**config.mk**
```make
export PLATFORM = sky130hd
export DESIGN_NAME = drive_cmd_executor
export DESIGN_NICKNAME = d
export VERILOG_FILES = /design/src/rtl/drive_pkg.sv /design/src/rtl/tick_divider.sv /design/src/rtl/drive_cmd_executor.sv
export SDC_FILE = /design/constraint.sdc
export NUM_CORES = 1
export LEC_CHECK = 0
export BUFFER_PORTS_ARGS = -buffer_cell sky130_fd_sc_hd__buf_4
export CORE_ASPECT_RATIO = 0.7
export CORE_MARGIN = 10
export CORE_UTILIZATION = 45
export DETAILED_ROUTE_END_ITERATION = 10
export SKIP_LAST_GASP = 1
export SYNTH_ARGS = -nofsm -noshare
export SYNTH_HDL_FRONTEND = slang
export SYNTH_SLANG_ARGS = --single-unit
```
**constraint.sdc**
```tcl
create_clock -name clk -period 5.6 [get_ports clk]
set_input_delay 0.56 -clock clk [delete_from_list [all_inputs] [get_ports clk]]
set_output_delay 0.56 -clock clk [all_outputs]
set_load 0.01 [all_outputs]
```
**src/rtl/drive_pkg.sv**
```systemverilog
// Shared field positions, command encodings and FSM states for the drive command bus.
package drive_pkg;

  localparam int CMD_BF_LSB  = 0;
  localparam int CMD_BF_MSB  = 1;
  localparam int CMD_TLR_LSB = 2;
  localparam int CMD_TLR_MSB = 3;

  localparam logic [1:0] BF_FWD  = 2'b01;
  localparam logic [1:0] BF_REV  = 2'b10;
  localparam logic [1:0] TLR_L   = 2'b01;
  localparam logic [1:0] TLR_R   = 2'b10;
  localparam logic [1:0] TLR_HAZ = 2'b11;

  typedef enum logic [1:0] {
    ST_IDLE   = 2'd0,
    ST_ACCEL  = 2'd1,
    ST_CRUISE = 2'd2,
    ST_DECEL  = 2'd3
  } state_t;

  // Only a clean fwd or rev code is a direction request; 00/11 mean stop.
  function automatic logic [1:0] req_dir(input logic [1:0] bf);
    return (bf == BF_FWD || bf == BF_REV) ? bf : 2'b00;
  endfunction

endpackage

```
**src/rtl/tick_divider.sv**
```systemverilog
// Free-running modulo-DIV counter emitting a one-cycle tick on its last count.
module tick_divider #(
  parameter int DIV = 4
) (
  input  logic clk,
  input  logic rst,
  input  logic clr_i,
  output logic tick_o
);

  localparam int W = (DIV > 1) ? $clog2(DIV) : 1;

  logic [W-1:0] cnt_q;

  // A clear restarts the period, so it also suppresses a coincident tick.
  assign tick_o = (cnt_q == W'(DIV - 1)) && !clr_i;

  always_ff @(posedge clk) begin
    if (rst || clr_i) begin
      cnt_q <= '0;
    end else if (tick_o) begin
      cnt_q <= '0;
    end else begin
      cnt_q <= cnt_q + 1'b1;
    end
  end

endmodule

```
**src/rtl/drive_cmd_executor.sv**
```systemverilog
// Turns the registered drive command byte and power flag into ramped differential
// motor PWM, a committed wheel direction and blinking turn indicators.
module drive_cmd_executor
  import drive_pkg::*;
#(
  parameter int PWM_BITS   = 8,
  parameter int RAMP_DIV   = 100_000,
  parameter int BLINK_DIV  = 50_000_000,
  parameter int TURN_SHIFT = 1
) (
  input  logic       clk,
  input  logic       rst,
  input  logic [7:0] cmd,
  input  logic       p,
  output logic [1:0] motor_dir,
  output logic       pwm_l,
  output logic       pwm_r,
  output logic       led_l,
  output logic       led_r,
  output logic       moving
);

  localparam logic [PWM_BITS-1:0] DUTY_MAX = '1;

  logic [3:0]          cmd_q;
  logic                p_q;
  logic [1:0]          tlr_prev_q;
  state_t              state_q, state_d;
  logic [PWM_BITS-1:0] duty_q, duty_d;
  logic [1:0]          dir_q, dir_d;
  logic [PWM_BITS-1:0] duty_l_d, duty_r_d;
  logic [PWM_BITS-1:0] pwm_cnt_q;
  logic                pwm_l_q, pwm_r_q, moving_q, blink_ph_q;
  logic                ramp_tick, blink_tick, turn_start;
  logic [1:0]          req, tlr;
  logic                unused_cmd_hi;

  assign unused_cmd_hi = ^cmd[7:4];
  assign req           = req_dir(cmd_q[CMD_BF_MSB:CMD_BF_LSB]);
  assign tlr           = cmd_q[CMD_TLR_MSB:CMD_TLR_LSB];
  assign turn_start    = (tlr != 2'b00) && (tlr_prev_q == 2'b00);

  tick_divider #(.DIV(RAMP_DIV)) u_ramp_div (
    .clk(clk), .rst(rst), .clr_i(1'b0), .tick_o(ramp_tick)
  );

  tick_divider #(.DIV(BLINK_DIV)) u_blink_div (
    .clk(clk), .rst(rst), .clr_i(turn_start), .tick_o(blink_tick)
  );

  always_comb begin
    state_d = state_q;
    duty_d  = duty_q;
    dir_d   = dir_q;
    if (!p_q) begin
      state_d = ST_IDLE;
      duty_d  = '0;
      dir_d   = 2'b00;
    end else begin
      case (state_q)
        ST_IDLE: begin
          duty_d = '0;
          dir_d  = 2'b00;
          if (req != 2'b00) begin
            dir_d   = req;
            state_d = ST_ACCEL;
          end
        end
        ST_ACCEL: begin
          if (req != dir_q) begin
            state_d = ST_DECEL;
          end else begin
            if (ramp_tick && duty_q != DUTY_MAX) duty_d = duty_q + 1'b1;
            if (duty_d == DUTY_MAX) state_d = ST_CRUISE;
          end
        end
        ST_CRUISE: begin
          duty_d = DUTY_MAX;
          if (req != dir_q) state_d = ST_DECEL;
        end
        ST_DECEL: begin
          // Direction may only be re-committed once the wheels are stopped.
          if (req == dir_q) begin
            state_d = ST_ACCEL;
          end else if (duty_q == '0) begin
            dir_d   = req;
            state_d = (req == 2'b00) ? ST_IDLE : ST_ACCEL;
          end else if (ramp_tick) begin
            duty_d = duty_q - 1'b1;
          end
        end
        default: begin
          state_d = ST_IDLE;
          duty_d  = '0;
          dir_d   = 2'b00;
        end
      endcase
    end
  end

  always_comb begin
    duty_l_d = duty_d;
    duty_r_d = duty_d;
    case (tlr)
      TLR_L:   duty_l_d = duty_d >> TURN_SHIFT;
      TLR_R:   duty_r_d = duty_d >> TURN_SHIFT;
      default: ;
    endcase
  end

  // PWM and moving follow next-state duty so they settle on the same edge as duty.
  always_ff @(posedge clk) begin
    if (rst) begin
      cmd_q      <= '0;
      p_q        <= 1'b0;
      tlr_prev_q <= 2'b00;
      state_q    <= ST_IDLE;
      duty_q     <= '0;
      dir_q      <= 2'b00;
      pwm_cnt_q  <= '0;
      pwm_l_q    <= 1'b0;
      pwm_r_q    <= 1'b0;
      moving_q   <= 1'b0;
      blink_ph_q <= 1'b0;
    end else begin
      cmd_q      <= cmd[3:0];
      p_q        <= p;
      tlr_prev_q <= tlr;
      state_q    <= state_d;
      duty_q     <= duty_d;
      dir_q      <= dir_d;
      pwm_cnt_q  <= pwm_cnt_q + 1'b1;
      pwm_l_q    <= (pwm_cnt_q < duty_l_d);
      pwm_r_q    <= (pwm_cnt_q < duty_r_d);
      moving_q   <= (duty_d != '0);
      if (turn_start)      blink_ph_q <= 1'b1;
      else if (blink_tick) blink_ph_q <= ~blink_ph_q;
    end
  end

  assign motor_dir = dir_q;
  assign pwm_l     = pwm_l_q;
  assign pwm_r     = pwm_r_q;
  assign moving    = moving_q;
  assign led_l     = blink_ph_q && (tlr == TLR_L || tlr == TLR_HAZ);
  assign led_r     = blink_ph_q && (tlr == TLR_R || tlr == TLR_HAZ);

endmodule

```
Yosys cells after proc, flatten, opt, wreduce, memory -nomap -nowiden
Cells that the tools add are included.
{"block": "op_classes", "n_addsub": 5, "magnitude_cmp": 2, "n_eq_ne": 20, "muxes": 27, "bitwise": 2, "n_reduce_logical": 24}
{"operator": "two-way mux 8 bit", "count": 11}
{"operator": "case mux 8 bit (4 select lines)", "count": 1}
{"operator": "adder 26 x 1 -> 26 bit, second input constant", "count": 1}
{"operator": "== test 26 bit, second input constant", "count": 1}
{"operator": "two-way mux 2 bit", "count": 10}
{"operator": "adder 17 x 1 -> 17 bit, second input constant", "count": 1}
{"operator": "== test 17 bit, second input constant", "count": 1}
{"operator": "adder 8 x 1 -> 8 bit, second input constant", "count": 2}
{"operator": "less-than comparator 8 bit", "count": 2}
{"operator": "== test 2 bit, second input constant", "count": 5}
{"operator": "== test 8 bit, second input constant", "count": 1}
{"operator": "zero test 8 bit", "count": 1}
{"operator": "!= test 2 bit, second input constant", "count": 4}
{"operator": "!= test 8 bit, second input constant", "count": 1}
{"operator": "case mux 2 bit (4 select lines)", "count": 1}
{"operator": "nonzero test 2 bit", "count": 4}
{"operator": "nonzero test 8 bit", "count": 1}
{"operator": "subtractor 8 x 1 -> 8 bit, second input constant", "count": 1}
{"operator": "== test 2 x 1 -> 1 bit, second input constant", "count": 3}
{"operator": "zero test 2 bit", "count": 3}
{"operator": "!= test 3 bit, second input constant", "count": 2}
{"operator": "OR reduction 2 bit", "count": 3}
{"operator": "logical AND 1 bit", "count": 5}
{"operator": "logical OR 1 bit", "count": 4}
{"operator": "other kinds (8)", "count": 11}
{"block": "totals", "regBits": 74, "output_inout_bits": 7}

Logic depth before layout (Yosys ltp)
{"block": "logic_depth", "word_depth": 12, "mapped_depth": 15, "mapped_depth_nobuf": 14}

Hierarchy
A second synthesis with hierarchy kept.
{"block": "unflattened", "cells_unflattened": 523, "hier_area_um2": 4344.2}
{"mod": "drive_cmd_executor", "instances": 1, "cells_each": 293, "area_per_inst_um2": 2337.2}
{"mod": "tick_divider (u_blink_div)", "instances": 1, "cells_each": 142, "area_per_inst_um2": 1211.2}
{"mod": "tick_divider (u_ramp_div)", "instances": 1, "cells_each": 88, "area_per_inst_um2": 795.8}

Worst setup path after synthesis
OpenSTA, ideal clock, no wires.
{"block": "synth_path", "kind": "reg2reg", "start": "reg cmd_q[1]", "end": "reg pwm_l_q (netlist: pwm_l)", "t_arrival_ps": 2842, "required_time_ps": 5526, "slack_ps": 2683, "stages_incl_launch_ff": 14, "n_path_buf": 0, "path_cell_list": "dfxtp_1 inv_1 ha_1 xnor2_1 a2111o_1 or4_1 a21oi_1 o31a_2 mux2i_1 ha_1 a21o_1 a211oi_1 nand3b_1 o21ai_0"}
{"block": "synth_via", "elab_chain_cells": 9, "elab_cells_between_ends": 12}
{"element": "start, declared", "line": "drive_cmd_executor.sv:25", "text": "logic [3:0] cmd_q;"}
{"element": "start signal, assigned", "line": "drive_cmd_executor.sv:126", "text": "cmd_q <= cmd[3:0];"}
{"element": "== test 2 x 1 -> 1 bit or == test 2 bit (tied branches)", "line": "drive_pkg.sv:24", "text": "return (bf == BF_FWD || bf == BF_REV) ? bf : 2'b00;"}
{"element": "logical OR 1 bit", "line": "drive_pkg.sv:24"}
{"element": "two-way mux 2 bit (*)", "line": "drive_pkg.sv:24"}
{"element": "== test 2 bit or != test 2 bit (tied branches)", "line": "drive_cmd_executor.sv:83, drive_cmd_executor.sv:70"}
{"element": "two-way mux 8 bit (on tied branches)", "line": "drive_cmd_executor.sv:83, drive_cmd_executor.sv:70"}
{"element": "case mux 8 bit (4 select lines) (*)", "line": "drive_cmd_executor.sv:60", "text": "case (state_q)"}
{"element": "two-way mux 8 bit (*)", "line": "drive_cmd_executor.sv:55", "text": "if (!p_q) begin"}
{"element": "two-way mux 8 bit (*)", "line": "drive_cmd_executor.sv:104", "text": "case (tlr)"}
{"element": "less-than comparator 8 bit (*)", "line": "drive_cmd_executor.sv:133", "text": "pwm_l_q <= (pwm_cnt_q < duty_l_d);"}
{"element": "end signal, assigned", "line": "drive_cmd_executor.sv:133"}
{"element": "end, declared", "line": "drive_cmd_executor.sv:33", "text": "logic pwm_l_q, pwm_r_q, moving_q, blink_ph_q;"}
Every way passes the cells marked *; elsewhere a longest branch is shown, timed or not.
A chain may end at the register's enable or synchronous reset.

Final worst setup path
{"block": "layout_path", "start": "reg cmd_q[0]", "end": "reg pwm_l_q (netlist: pwm_l)"}
The elaborated chain is that of the path after synthesis.

==> reports/metrics.yaml <==
status:
  status: "complete, no violations"
die:
  die-area_sq_um: 14200
  io-pin-count: 18
  die_h_um: 103
  start_util_pct: 45.7
  rows: 30
  die_x_um: 138
  core_sq_um: 9610
grt:
  grt_pass1_wl_um: 16500
  overflow: 0
  antenna_found_initial: 0
  track_usage_pct: 13.7
  grt_pass1_vias: 3413
  grt_max_degree: 27
route:
  vias_per_cell: 5.55
  dr.pass1.iters: 4
  num_vias: 3643
  wl_per_cell_um: 14.7
  first_iter_violations: 276
  route.detailed.drc: 0
  totalWireLength_um: 9670
  final_antenna_net_count: 0
critical_path:
  critPathBufInv: 1
  cpPeakStageDelay_ns: 0.65
  path_class: "flip-flop to flip-flop"
  path_cells: "inv_1, ha_1, xnor2_1, nand2_1, a211oi_1, a221oi_1, o21ai_1, o21ai_0, ha_1, a21o_1, a21oi_1, nand3b_1, o21ai_0"
  crit_path_start_kind: "flip-flop"
  cp_slowest_cell: "a211oi_1"
  cp_top_family: "compound AO/OA/AOI/OAI gates"
  required_ns: 5.86
  crit_path_max_fanout: 13
  cp.arrival_ns: 3.94
  end_kind: "flip-flop"
clocking:
  clkLatencyLatePin_ns: 0.33
  cts.clk_slew.worst_paths_ns: 0.06
  cts_buffers: 9
  postCtsSetupRepairBufs: 0
  h-tree-depth: 3
  clock-sinks: 74
  cts-root-buf: "clkbuf_16"
  cts_tree: "built"
  clock_path_buffers: 2
  ctsHoldBuffers: 0
  cts-resized-gates: 0
sta:
  finalCritPeriodShare_pct: 65.8
  clock_skew_ns: 0.00785
  hold_viol_final: 0
  slew_headroom_pct: 44.4
  tightestPinTransition_ns: 0.834
  setup_tns_ns: 0
  setup_viol: 0
  drv_slew: 0
  period_needed_ns: 3.68
  rsz0062_at_grt: "false"
  fmax_mhz: 272
  layout_setup_ws_ns: 1.92
yosys:
  postSynthCellCount: 521
  synth_edf_count: 0
  synth_area_per_cell_sq_um: 8.43
  syn_nets: 558
  synthArstFlopShare_pct: 0
  ys.flop_type: "dfxtp_1"
  yosys_warnings: 0
  ys_types: 67
  syn_area_sq_um: 4390
  seq_area_frac_synth_pct: 33.7
  ys_seq_elements: 74
layout:
  area_growth_pct: 9.94
  final_cells: 656
  nets: 560
  final_cell_mix: "nor2_1 (77), dfxtp_1 (74), nand3_1 (35), xor2_1 (33), nand2_1 (33)"
  final_common_cell: "nor2_1"
  antenna_cells: 0
  fill_cells: 959
  layout-drive-gt1-share_pct: 9.09
worst_hold_path:
  min_path_type: "input port to flip-flop"
run:
  maxCapViolCount: 0
placed_design:
  dp.cells: 640
  pre_cts_slack_ns: 2.03
  place.gp.congestion: 0.835
  io_buffers: 13
  hpwl_um: 6960
power_and_ir_drop:
  leakagePower_uw: 0.00178
  power.density_nw_per_um2: 248
  vdd_drop_max_v: 0.000181
  power_uw: 1200
[metal layers]
layer | up-vias | part of all wire (%) | track usage [%]
met5 | - | 0 | 0
met4 | 0 | 1.5 | 5.01
met3 | 14 | 5.1 | 3.96
met2 | 91 | 40 | 19.5
met1 | 1678 | 54 | 19.1
li1 | 1860 | - | -
[path summary, 6_finish.rpt]
check | startpoint | end | depth (start not counted) | slack (ns)
setup / recovery | cmd_q[0] | pwm_l | 13 | 1.92
hold reg to reg | u_ramp_div.cnt_q[0] | u_ramp_div.cnt_q[0] | 1 | 0.47
setup reg to reg | cmd_q[0] | pwm_l | 13 | 1.92
hold / removal | p | p_q | 2 | 0.44
[report_power, final]
| part | internal (uW) | total, uW | switching (uW) |
|---|---|---|---|
| clock network | 348 | 578 | 230 |
| registers | 537 | 547 | 9.77 |
| logic | 27.8 | 71.2 | 43.3 |
[synthesized netlist by cell type, types with 5 or more instances]
cell / count / area share [%]
or3_1: 6 / 0.85
nor2b_1: 10 / 1.4
dfxtp_1: 74 / 34
ha_1: 26 / 7.4
mux2i_1: 6 / 1.4
buf_2: 6 / 0.68
nand4_1: 12 / 1.7
a21oi_1: 15 / 1.7
a21o_1: 5 / 0.85
nor2_1: 77 / 6.6
and3_1: 11 / 1.6
nand2_1: 33 / 2.8
o21ai_0: 13 / 1.5
and2_1: 8 / 1.1
xnor2_1: 17 / 3.4
clkbuf_1: 11 / 0.94
a31oi_1: 6 / 0.85
nor4_1: 13 / 1.9
nor3_1: 11 / 1.3
xor2_1: 33 / 6.6
nand3_1: 35 / 4.0
inv_1: 15 / 1.3
o21ai_1: 7 / 0.80
[metrics by stage]
stage | hold WS (ns) | area (sq um) | util (%)
after floorplan | 0.426 | 4390 | -
after global placement | 0.445 | 4530 | 47.1
after detailed placement | 0.461 | 4530 | 47.1
after CTS | 0.429 | 4830 | 50.2
after global routing | 0.448 | 4830 | 50.2
final | 0.435 | 4830 | 50.2
[sequential cells by signal, summed over array words and instances (netlist names)]
name and flops:
duty_q 8, pwm_l 1, u_ramp_div.cnt_q 17, p_q 1
blink_ph_q 1, motor_dir 2, moving 1, pwm_cnt_q 8
cmd_q 4, u_blink_div.cnt_q 26, pwm_r 1, state_q 2
tlr_prev_q 2
[kinds of logic (layout without fill, tap and decap cells)]
logic type / Yosys count / after routing / share of synthesized area [%]
AND/OR/NAND/NOR: 247 / 247 / 30.5
multiplexers: 6 / 6 / 1.37
buffers and inverters: 37 / 44 / 4.10
XOR/XNOR: 50 / 50 / 9.97
adder cells (fa/ha/maj): 26 / 26 / 7.41
flip-flops: 74 / 74 / 33.7
AO/OA/AOI/OAI: 81 / 81 / 13.0
[area by class of cell]
class                      count  area, sq um  share of cell area, %
multi-input combinational    410         2730                   56.5
tap                          128          160                   3.32
inverter                      15         56.3                   1.17
sequential                    74         1480                   30.7
timing repair buffer          13         97.6                   2.02
clock inverter                 7         77.6                   1.61
clock buffer                   9          225                   4.66
Power figures use the tool's default switching activity.
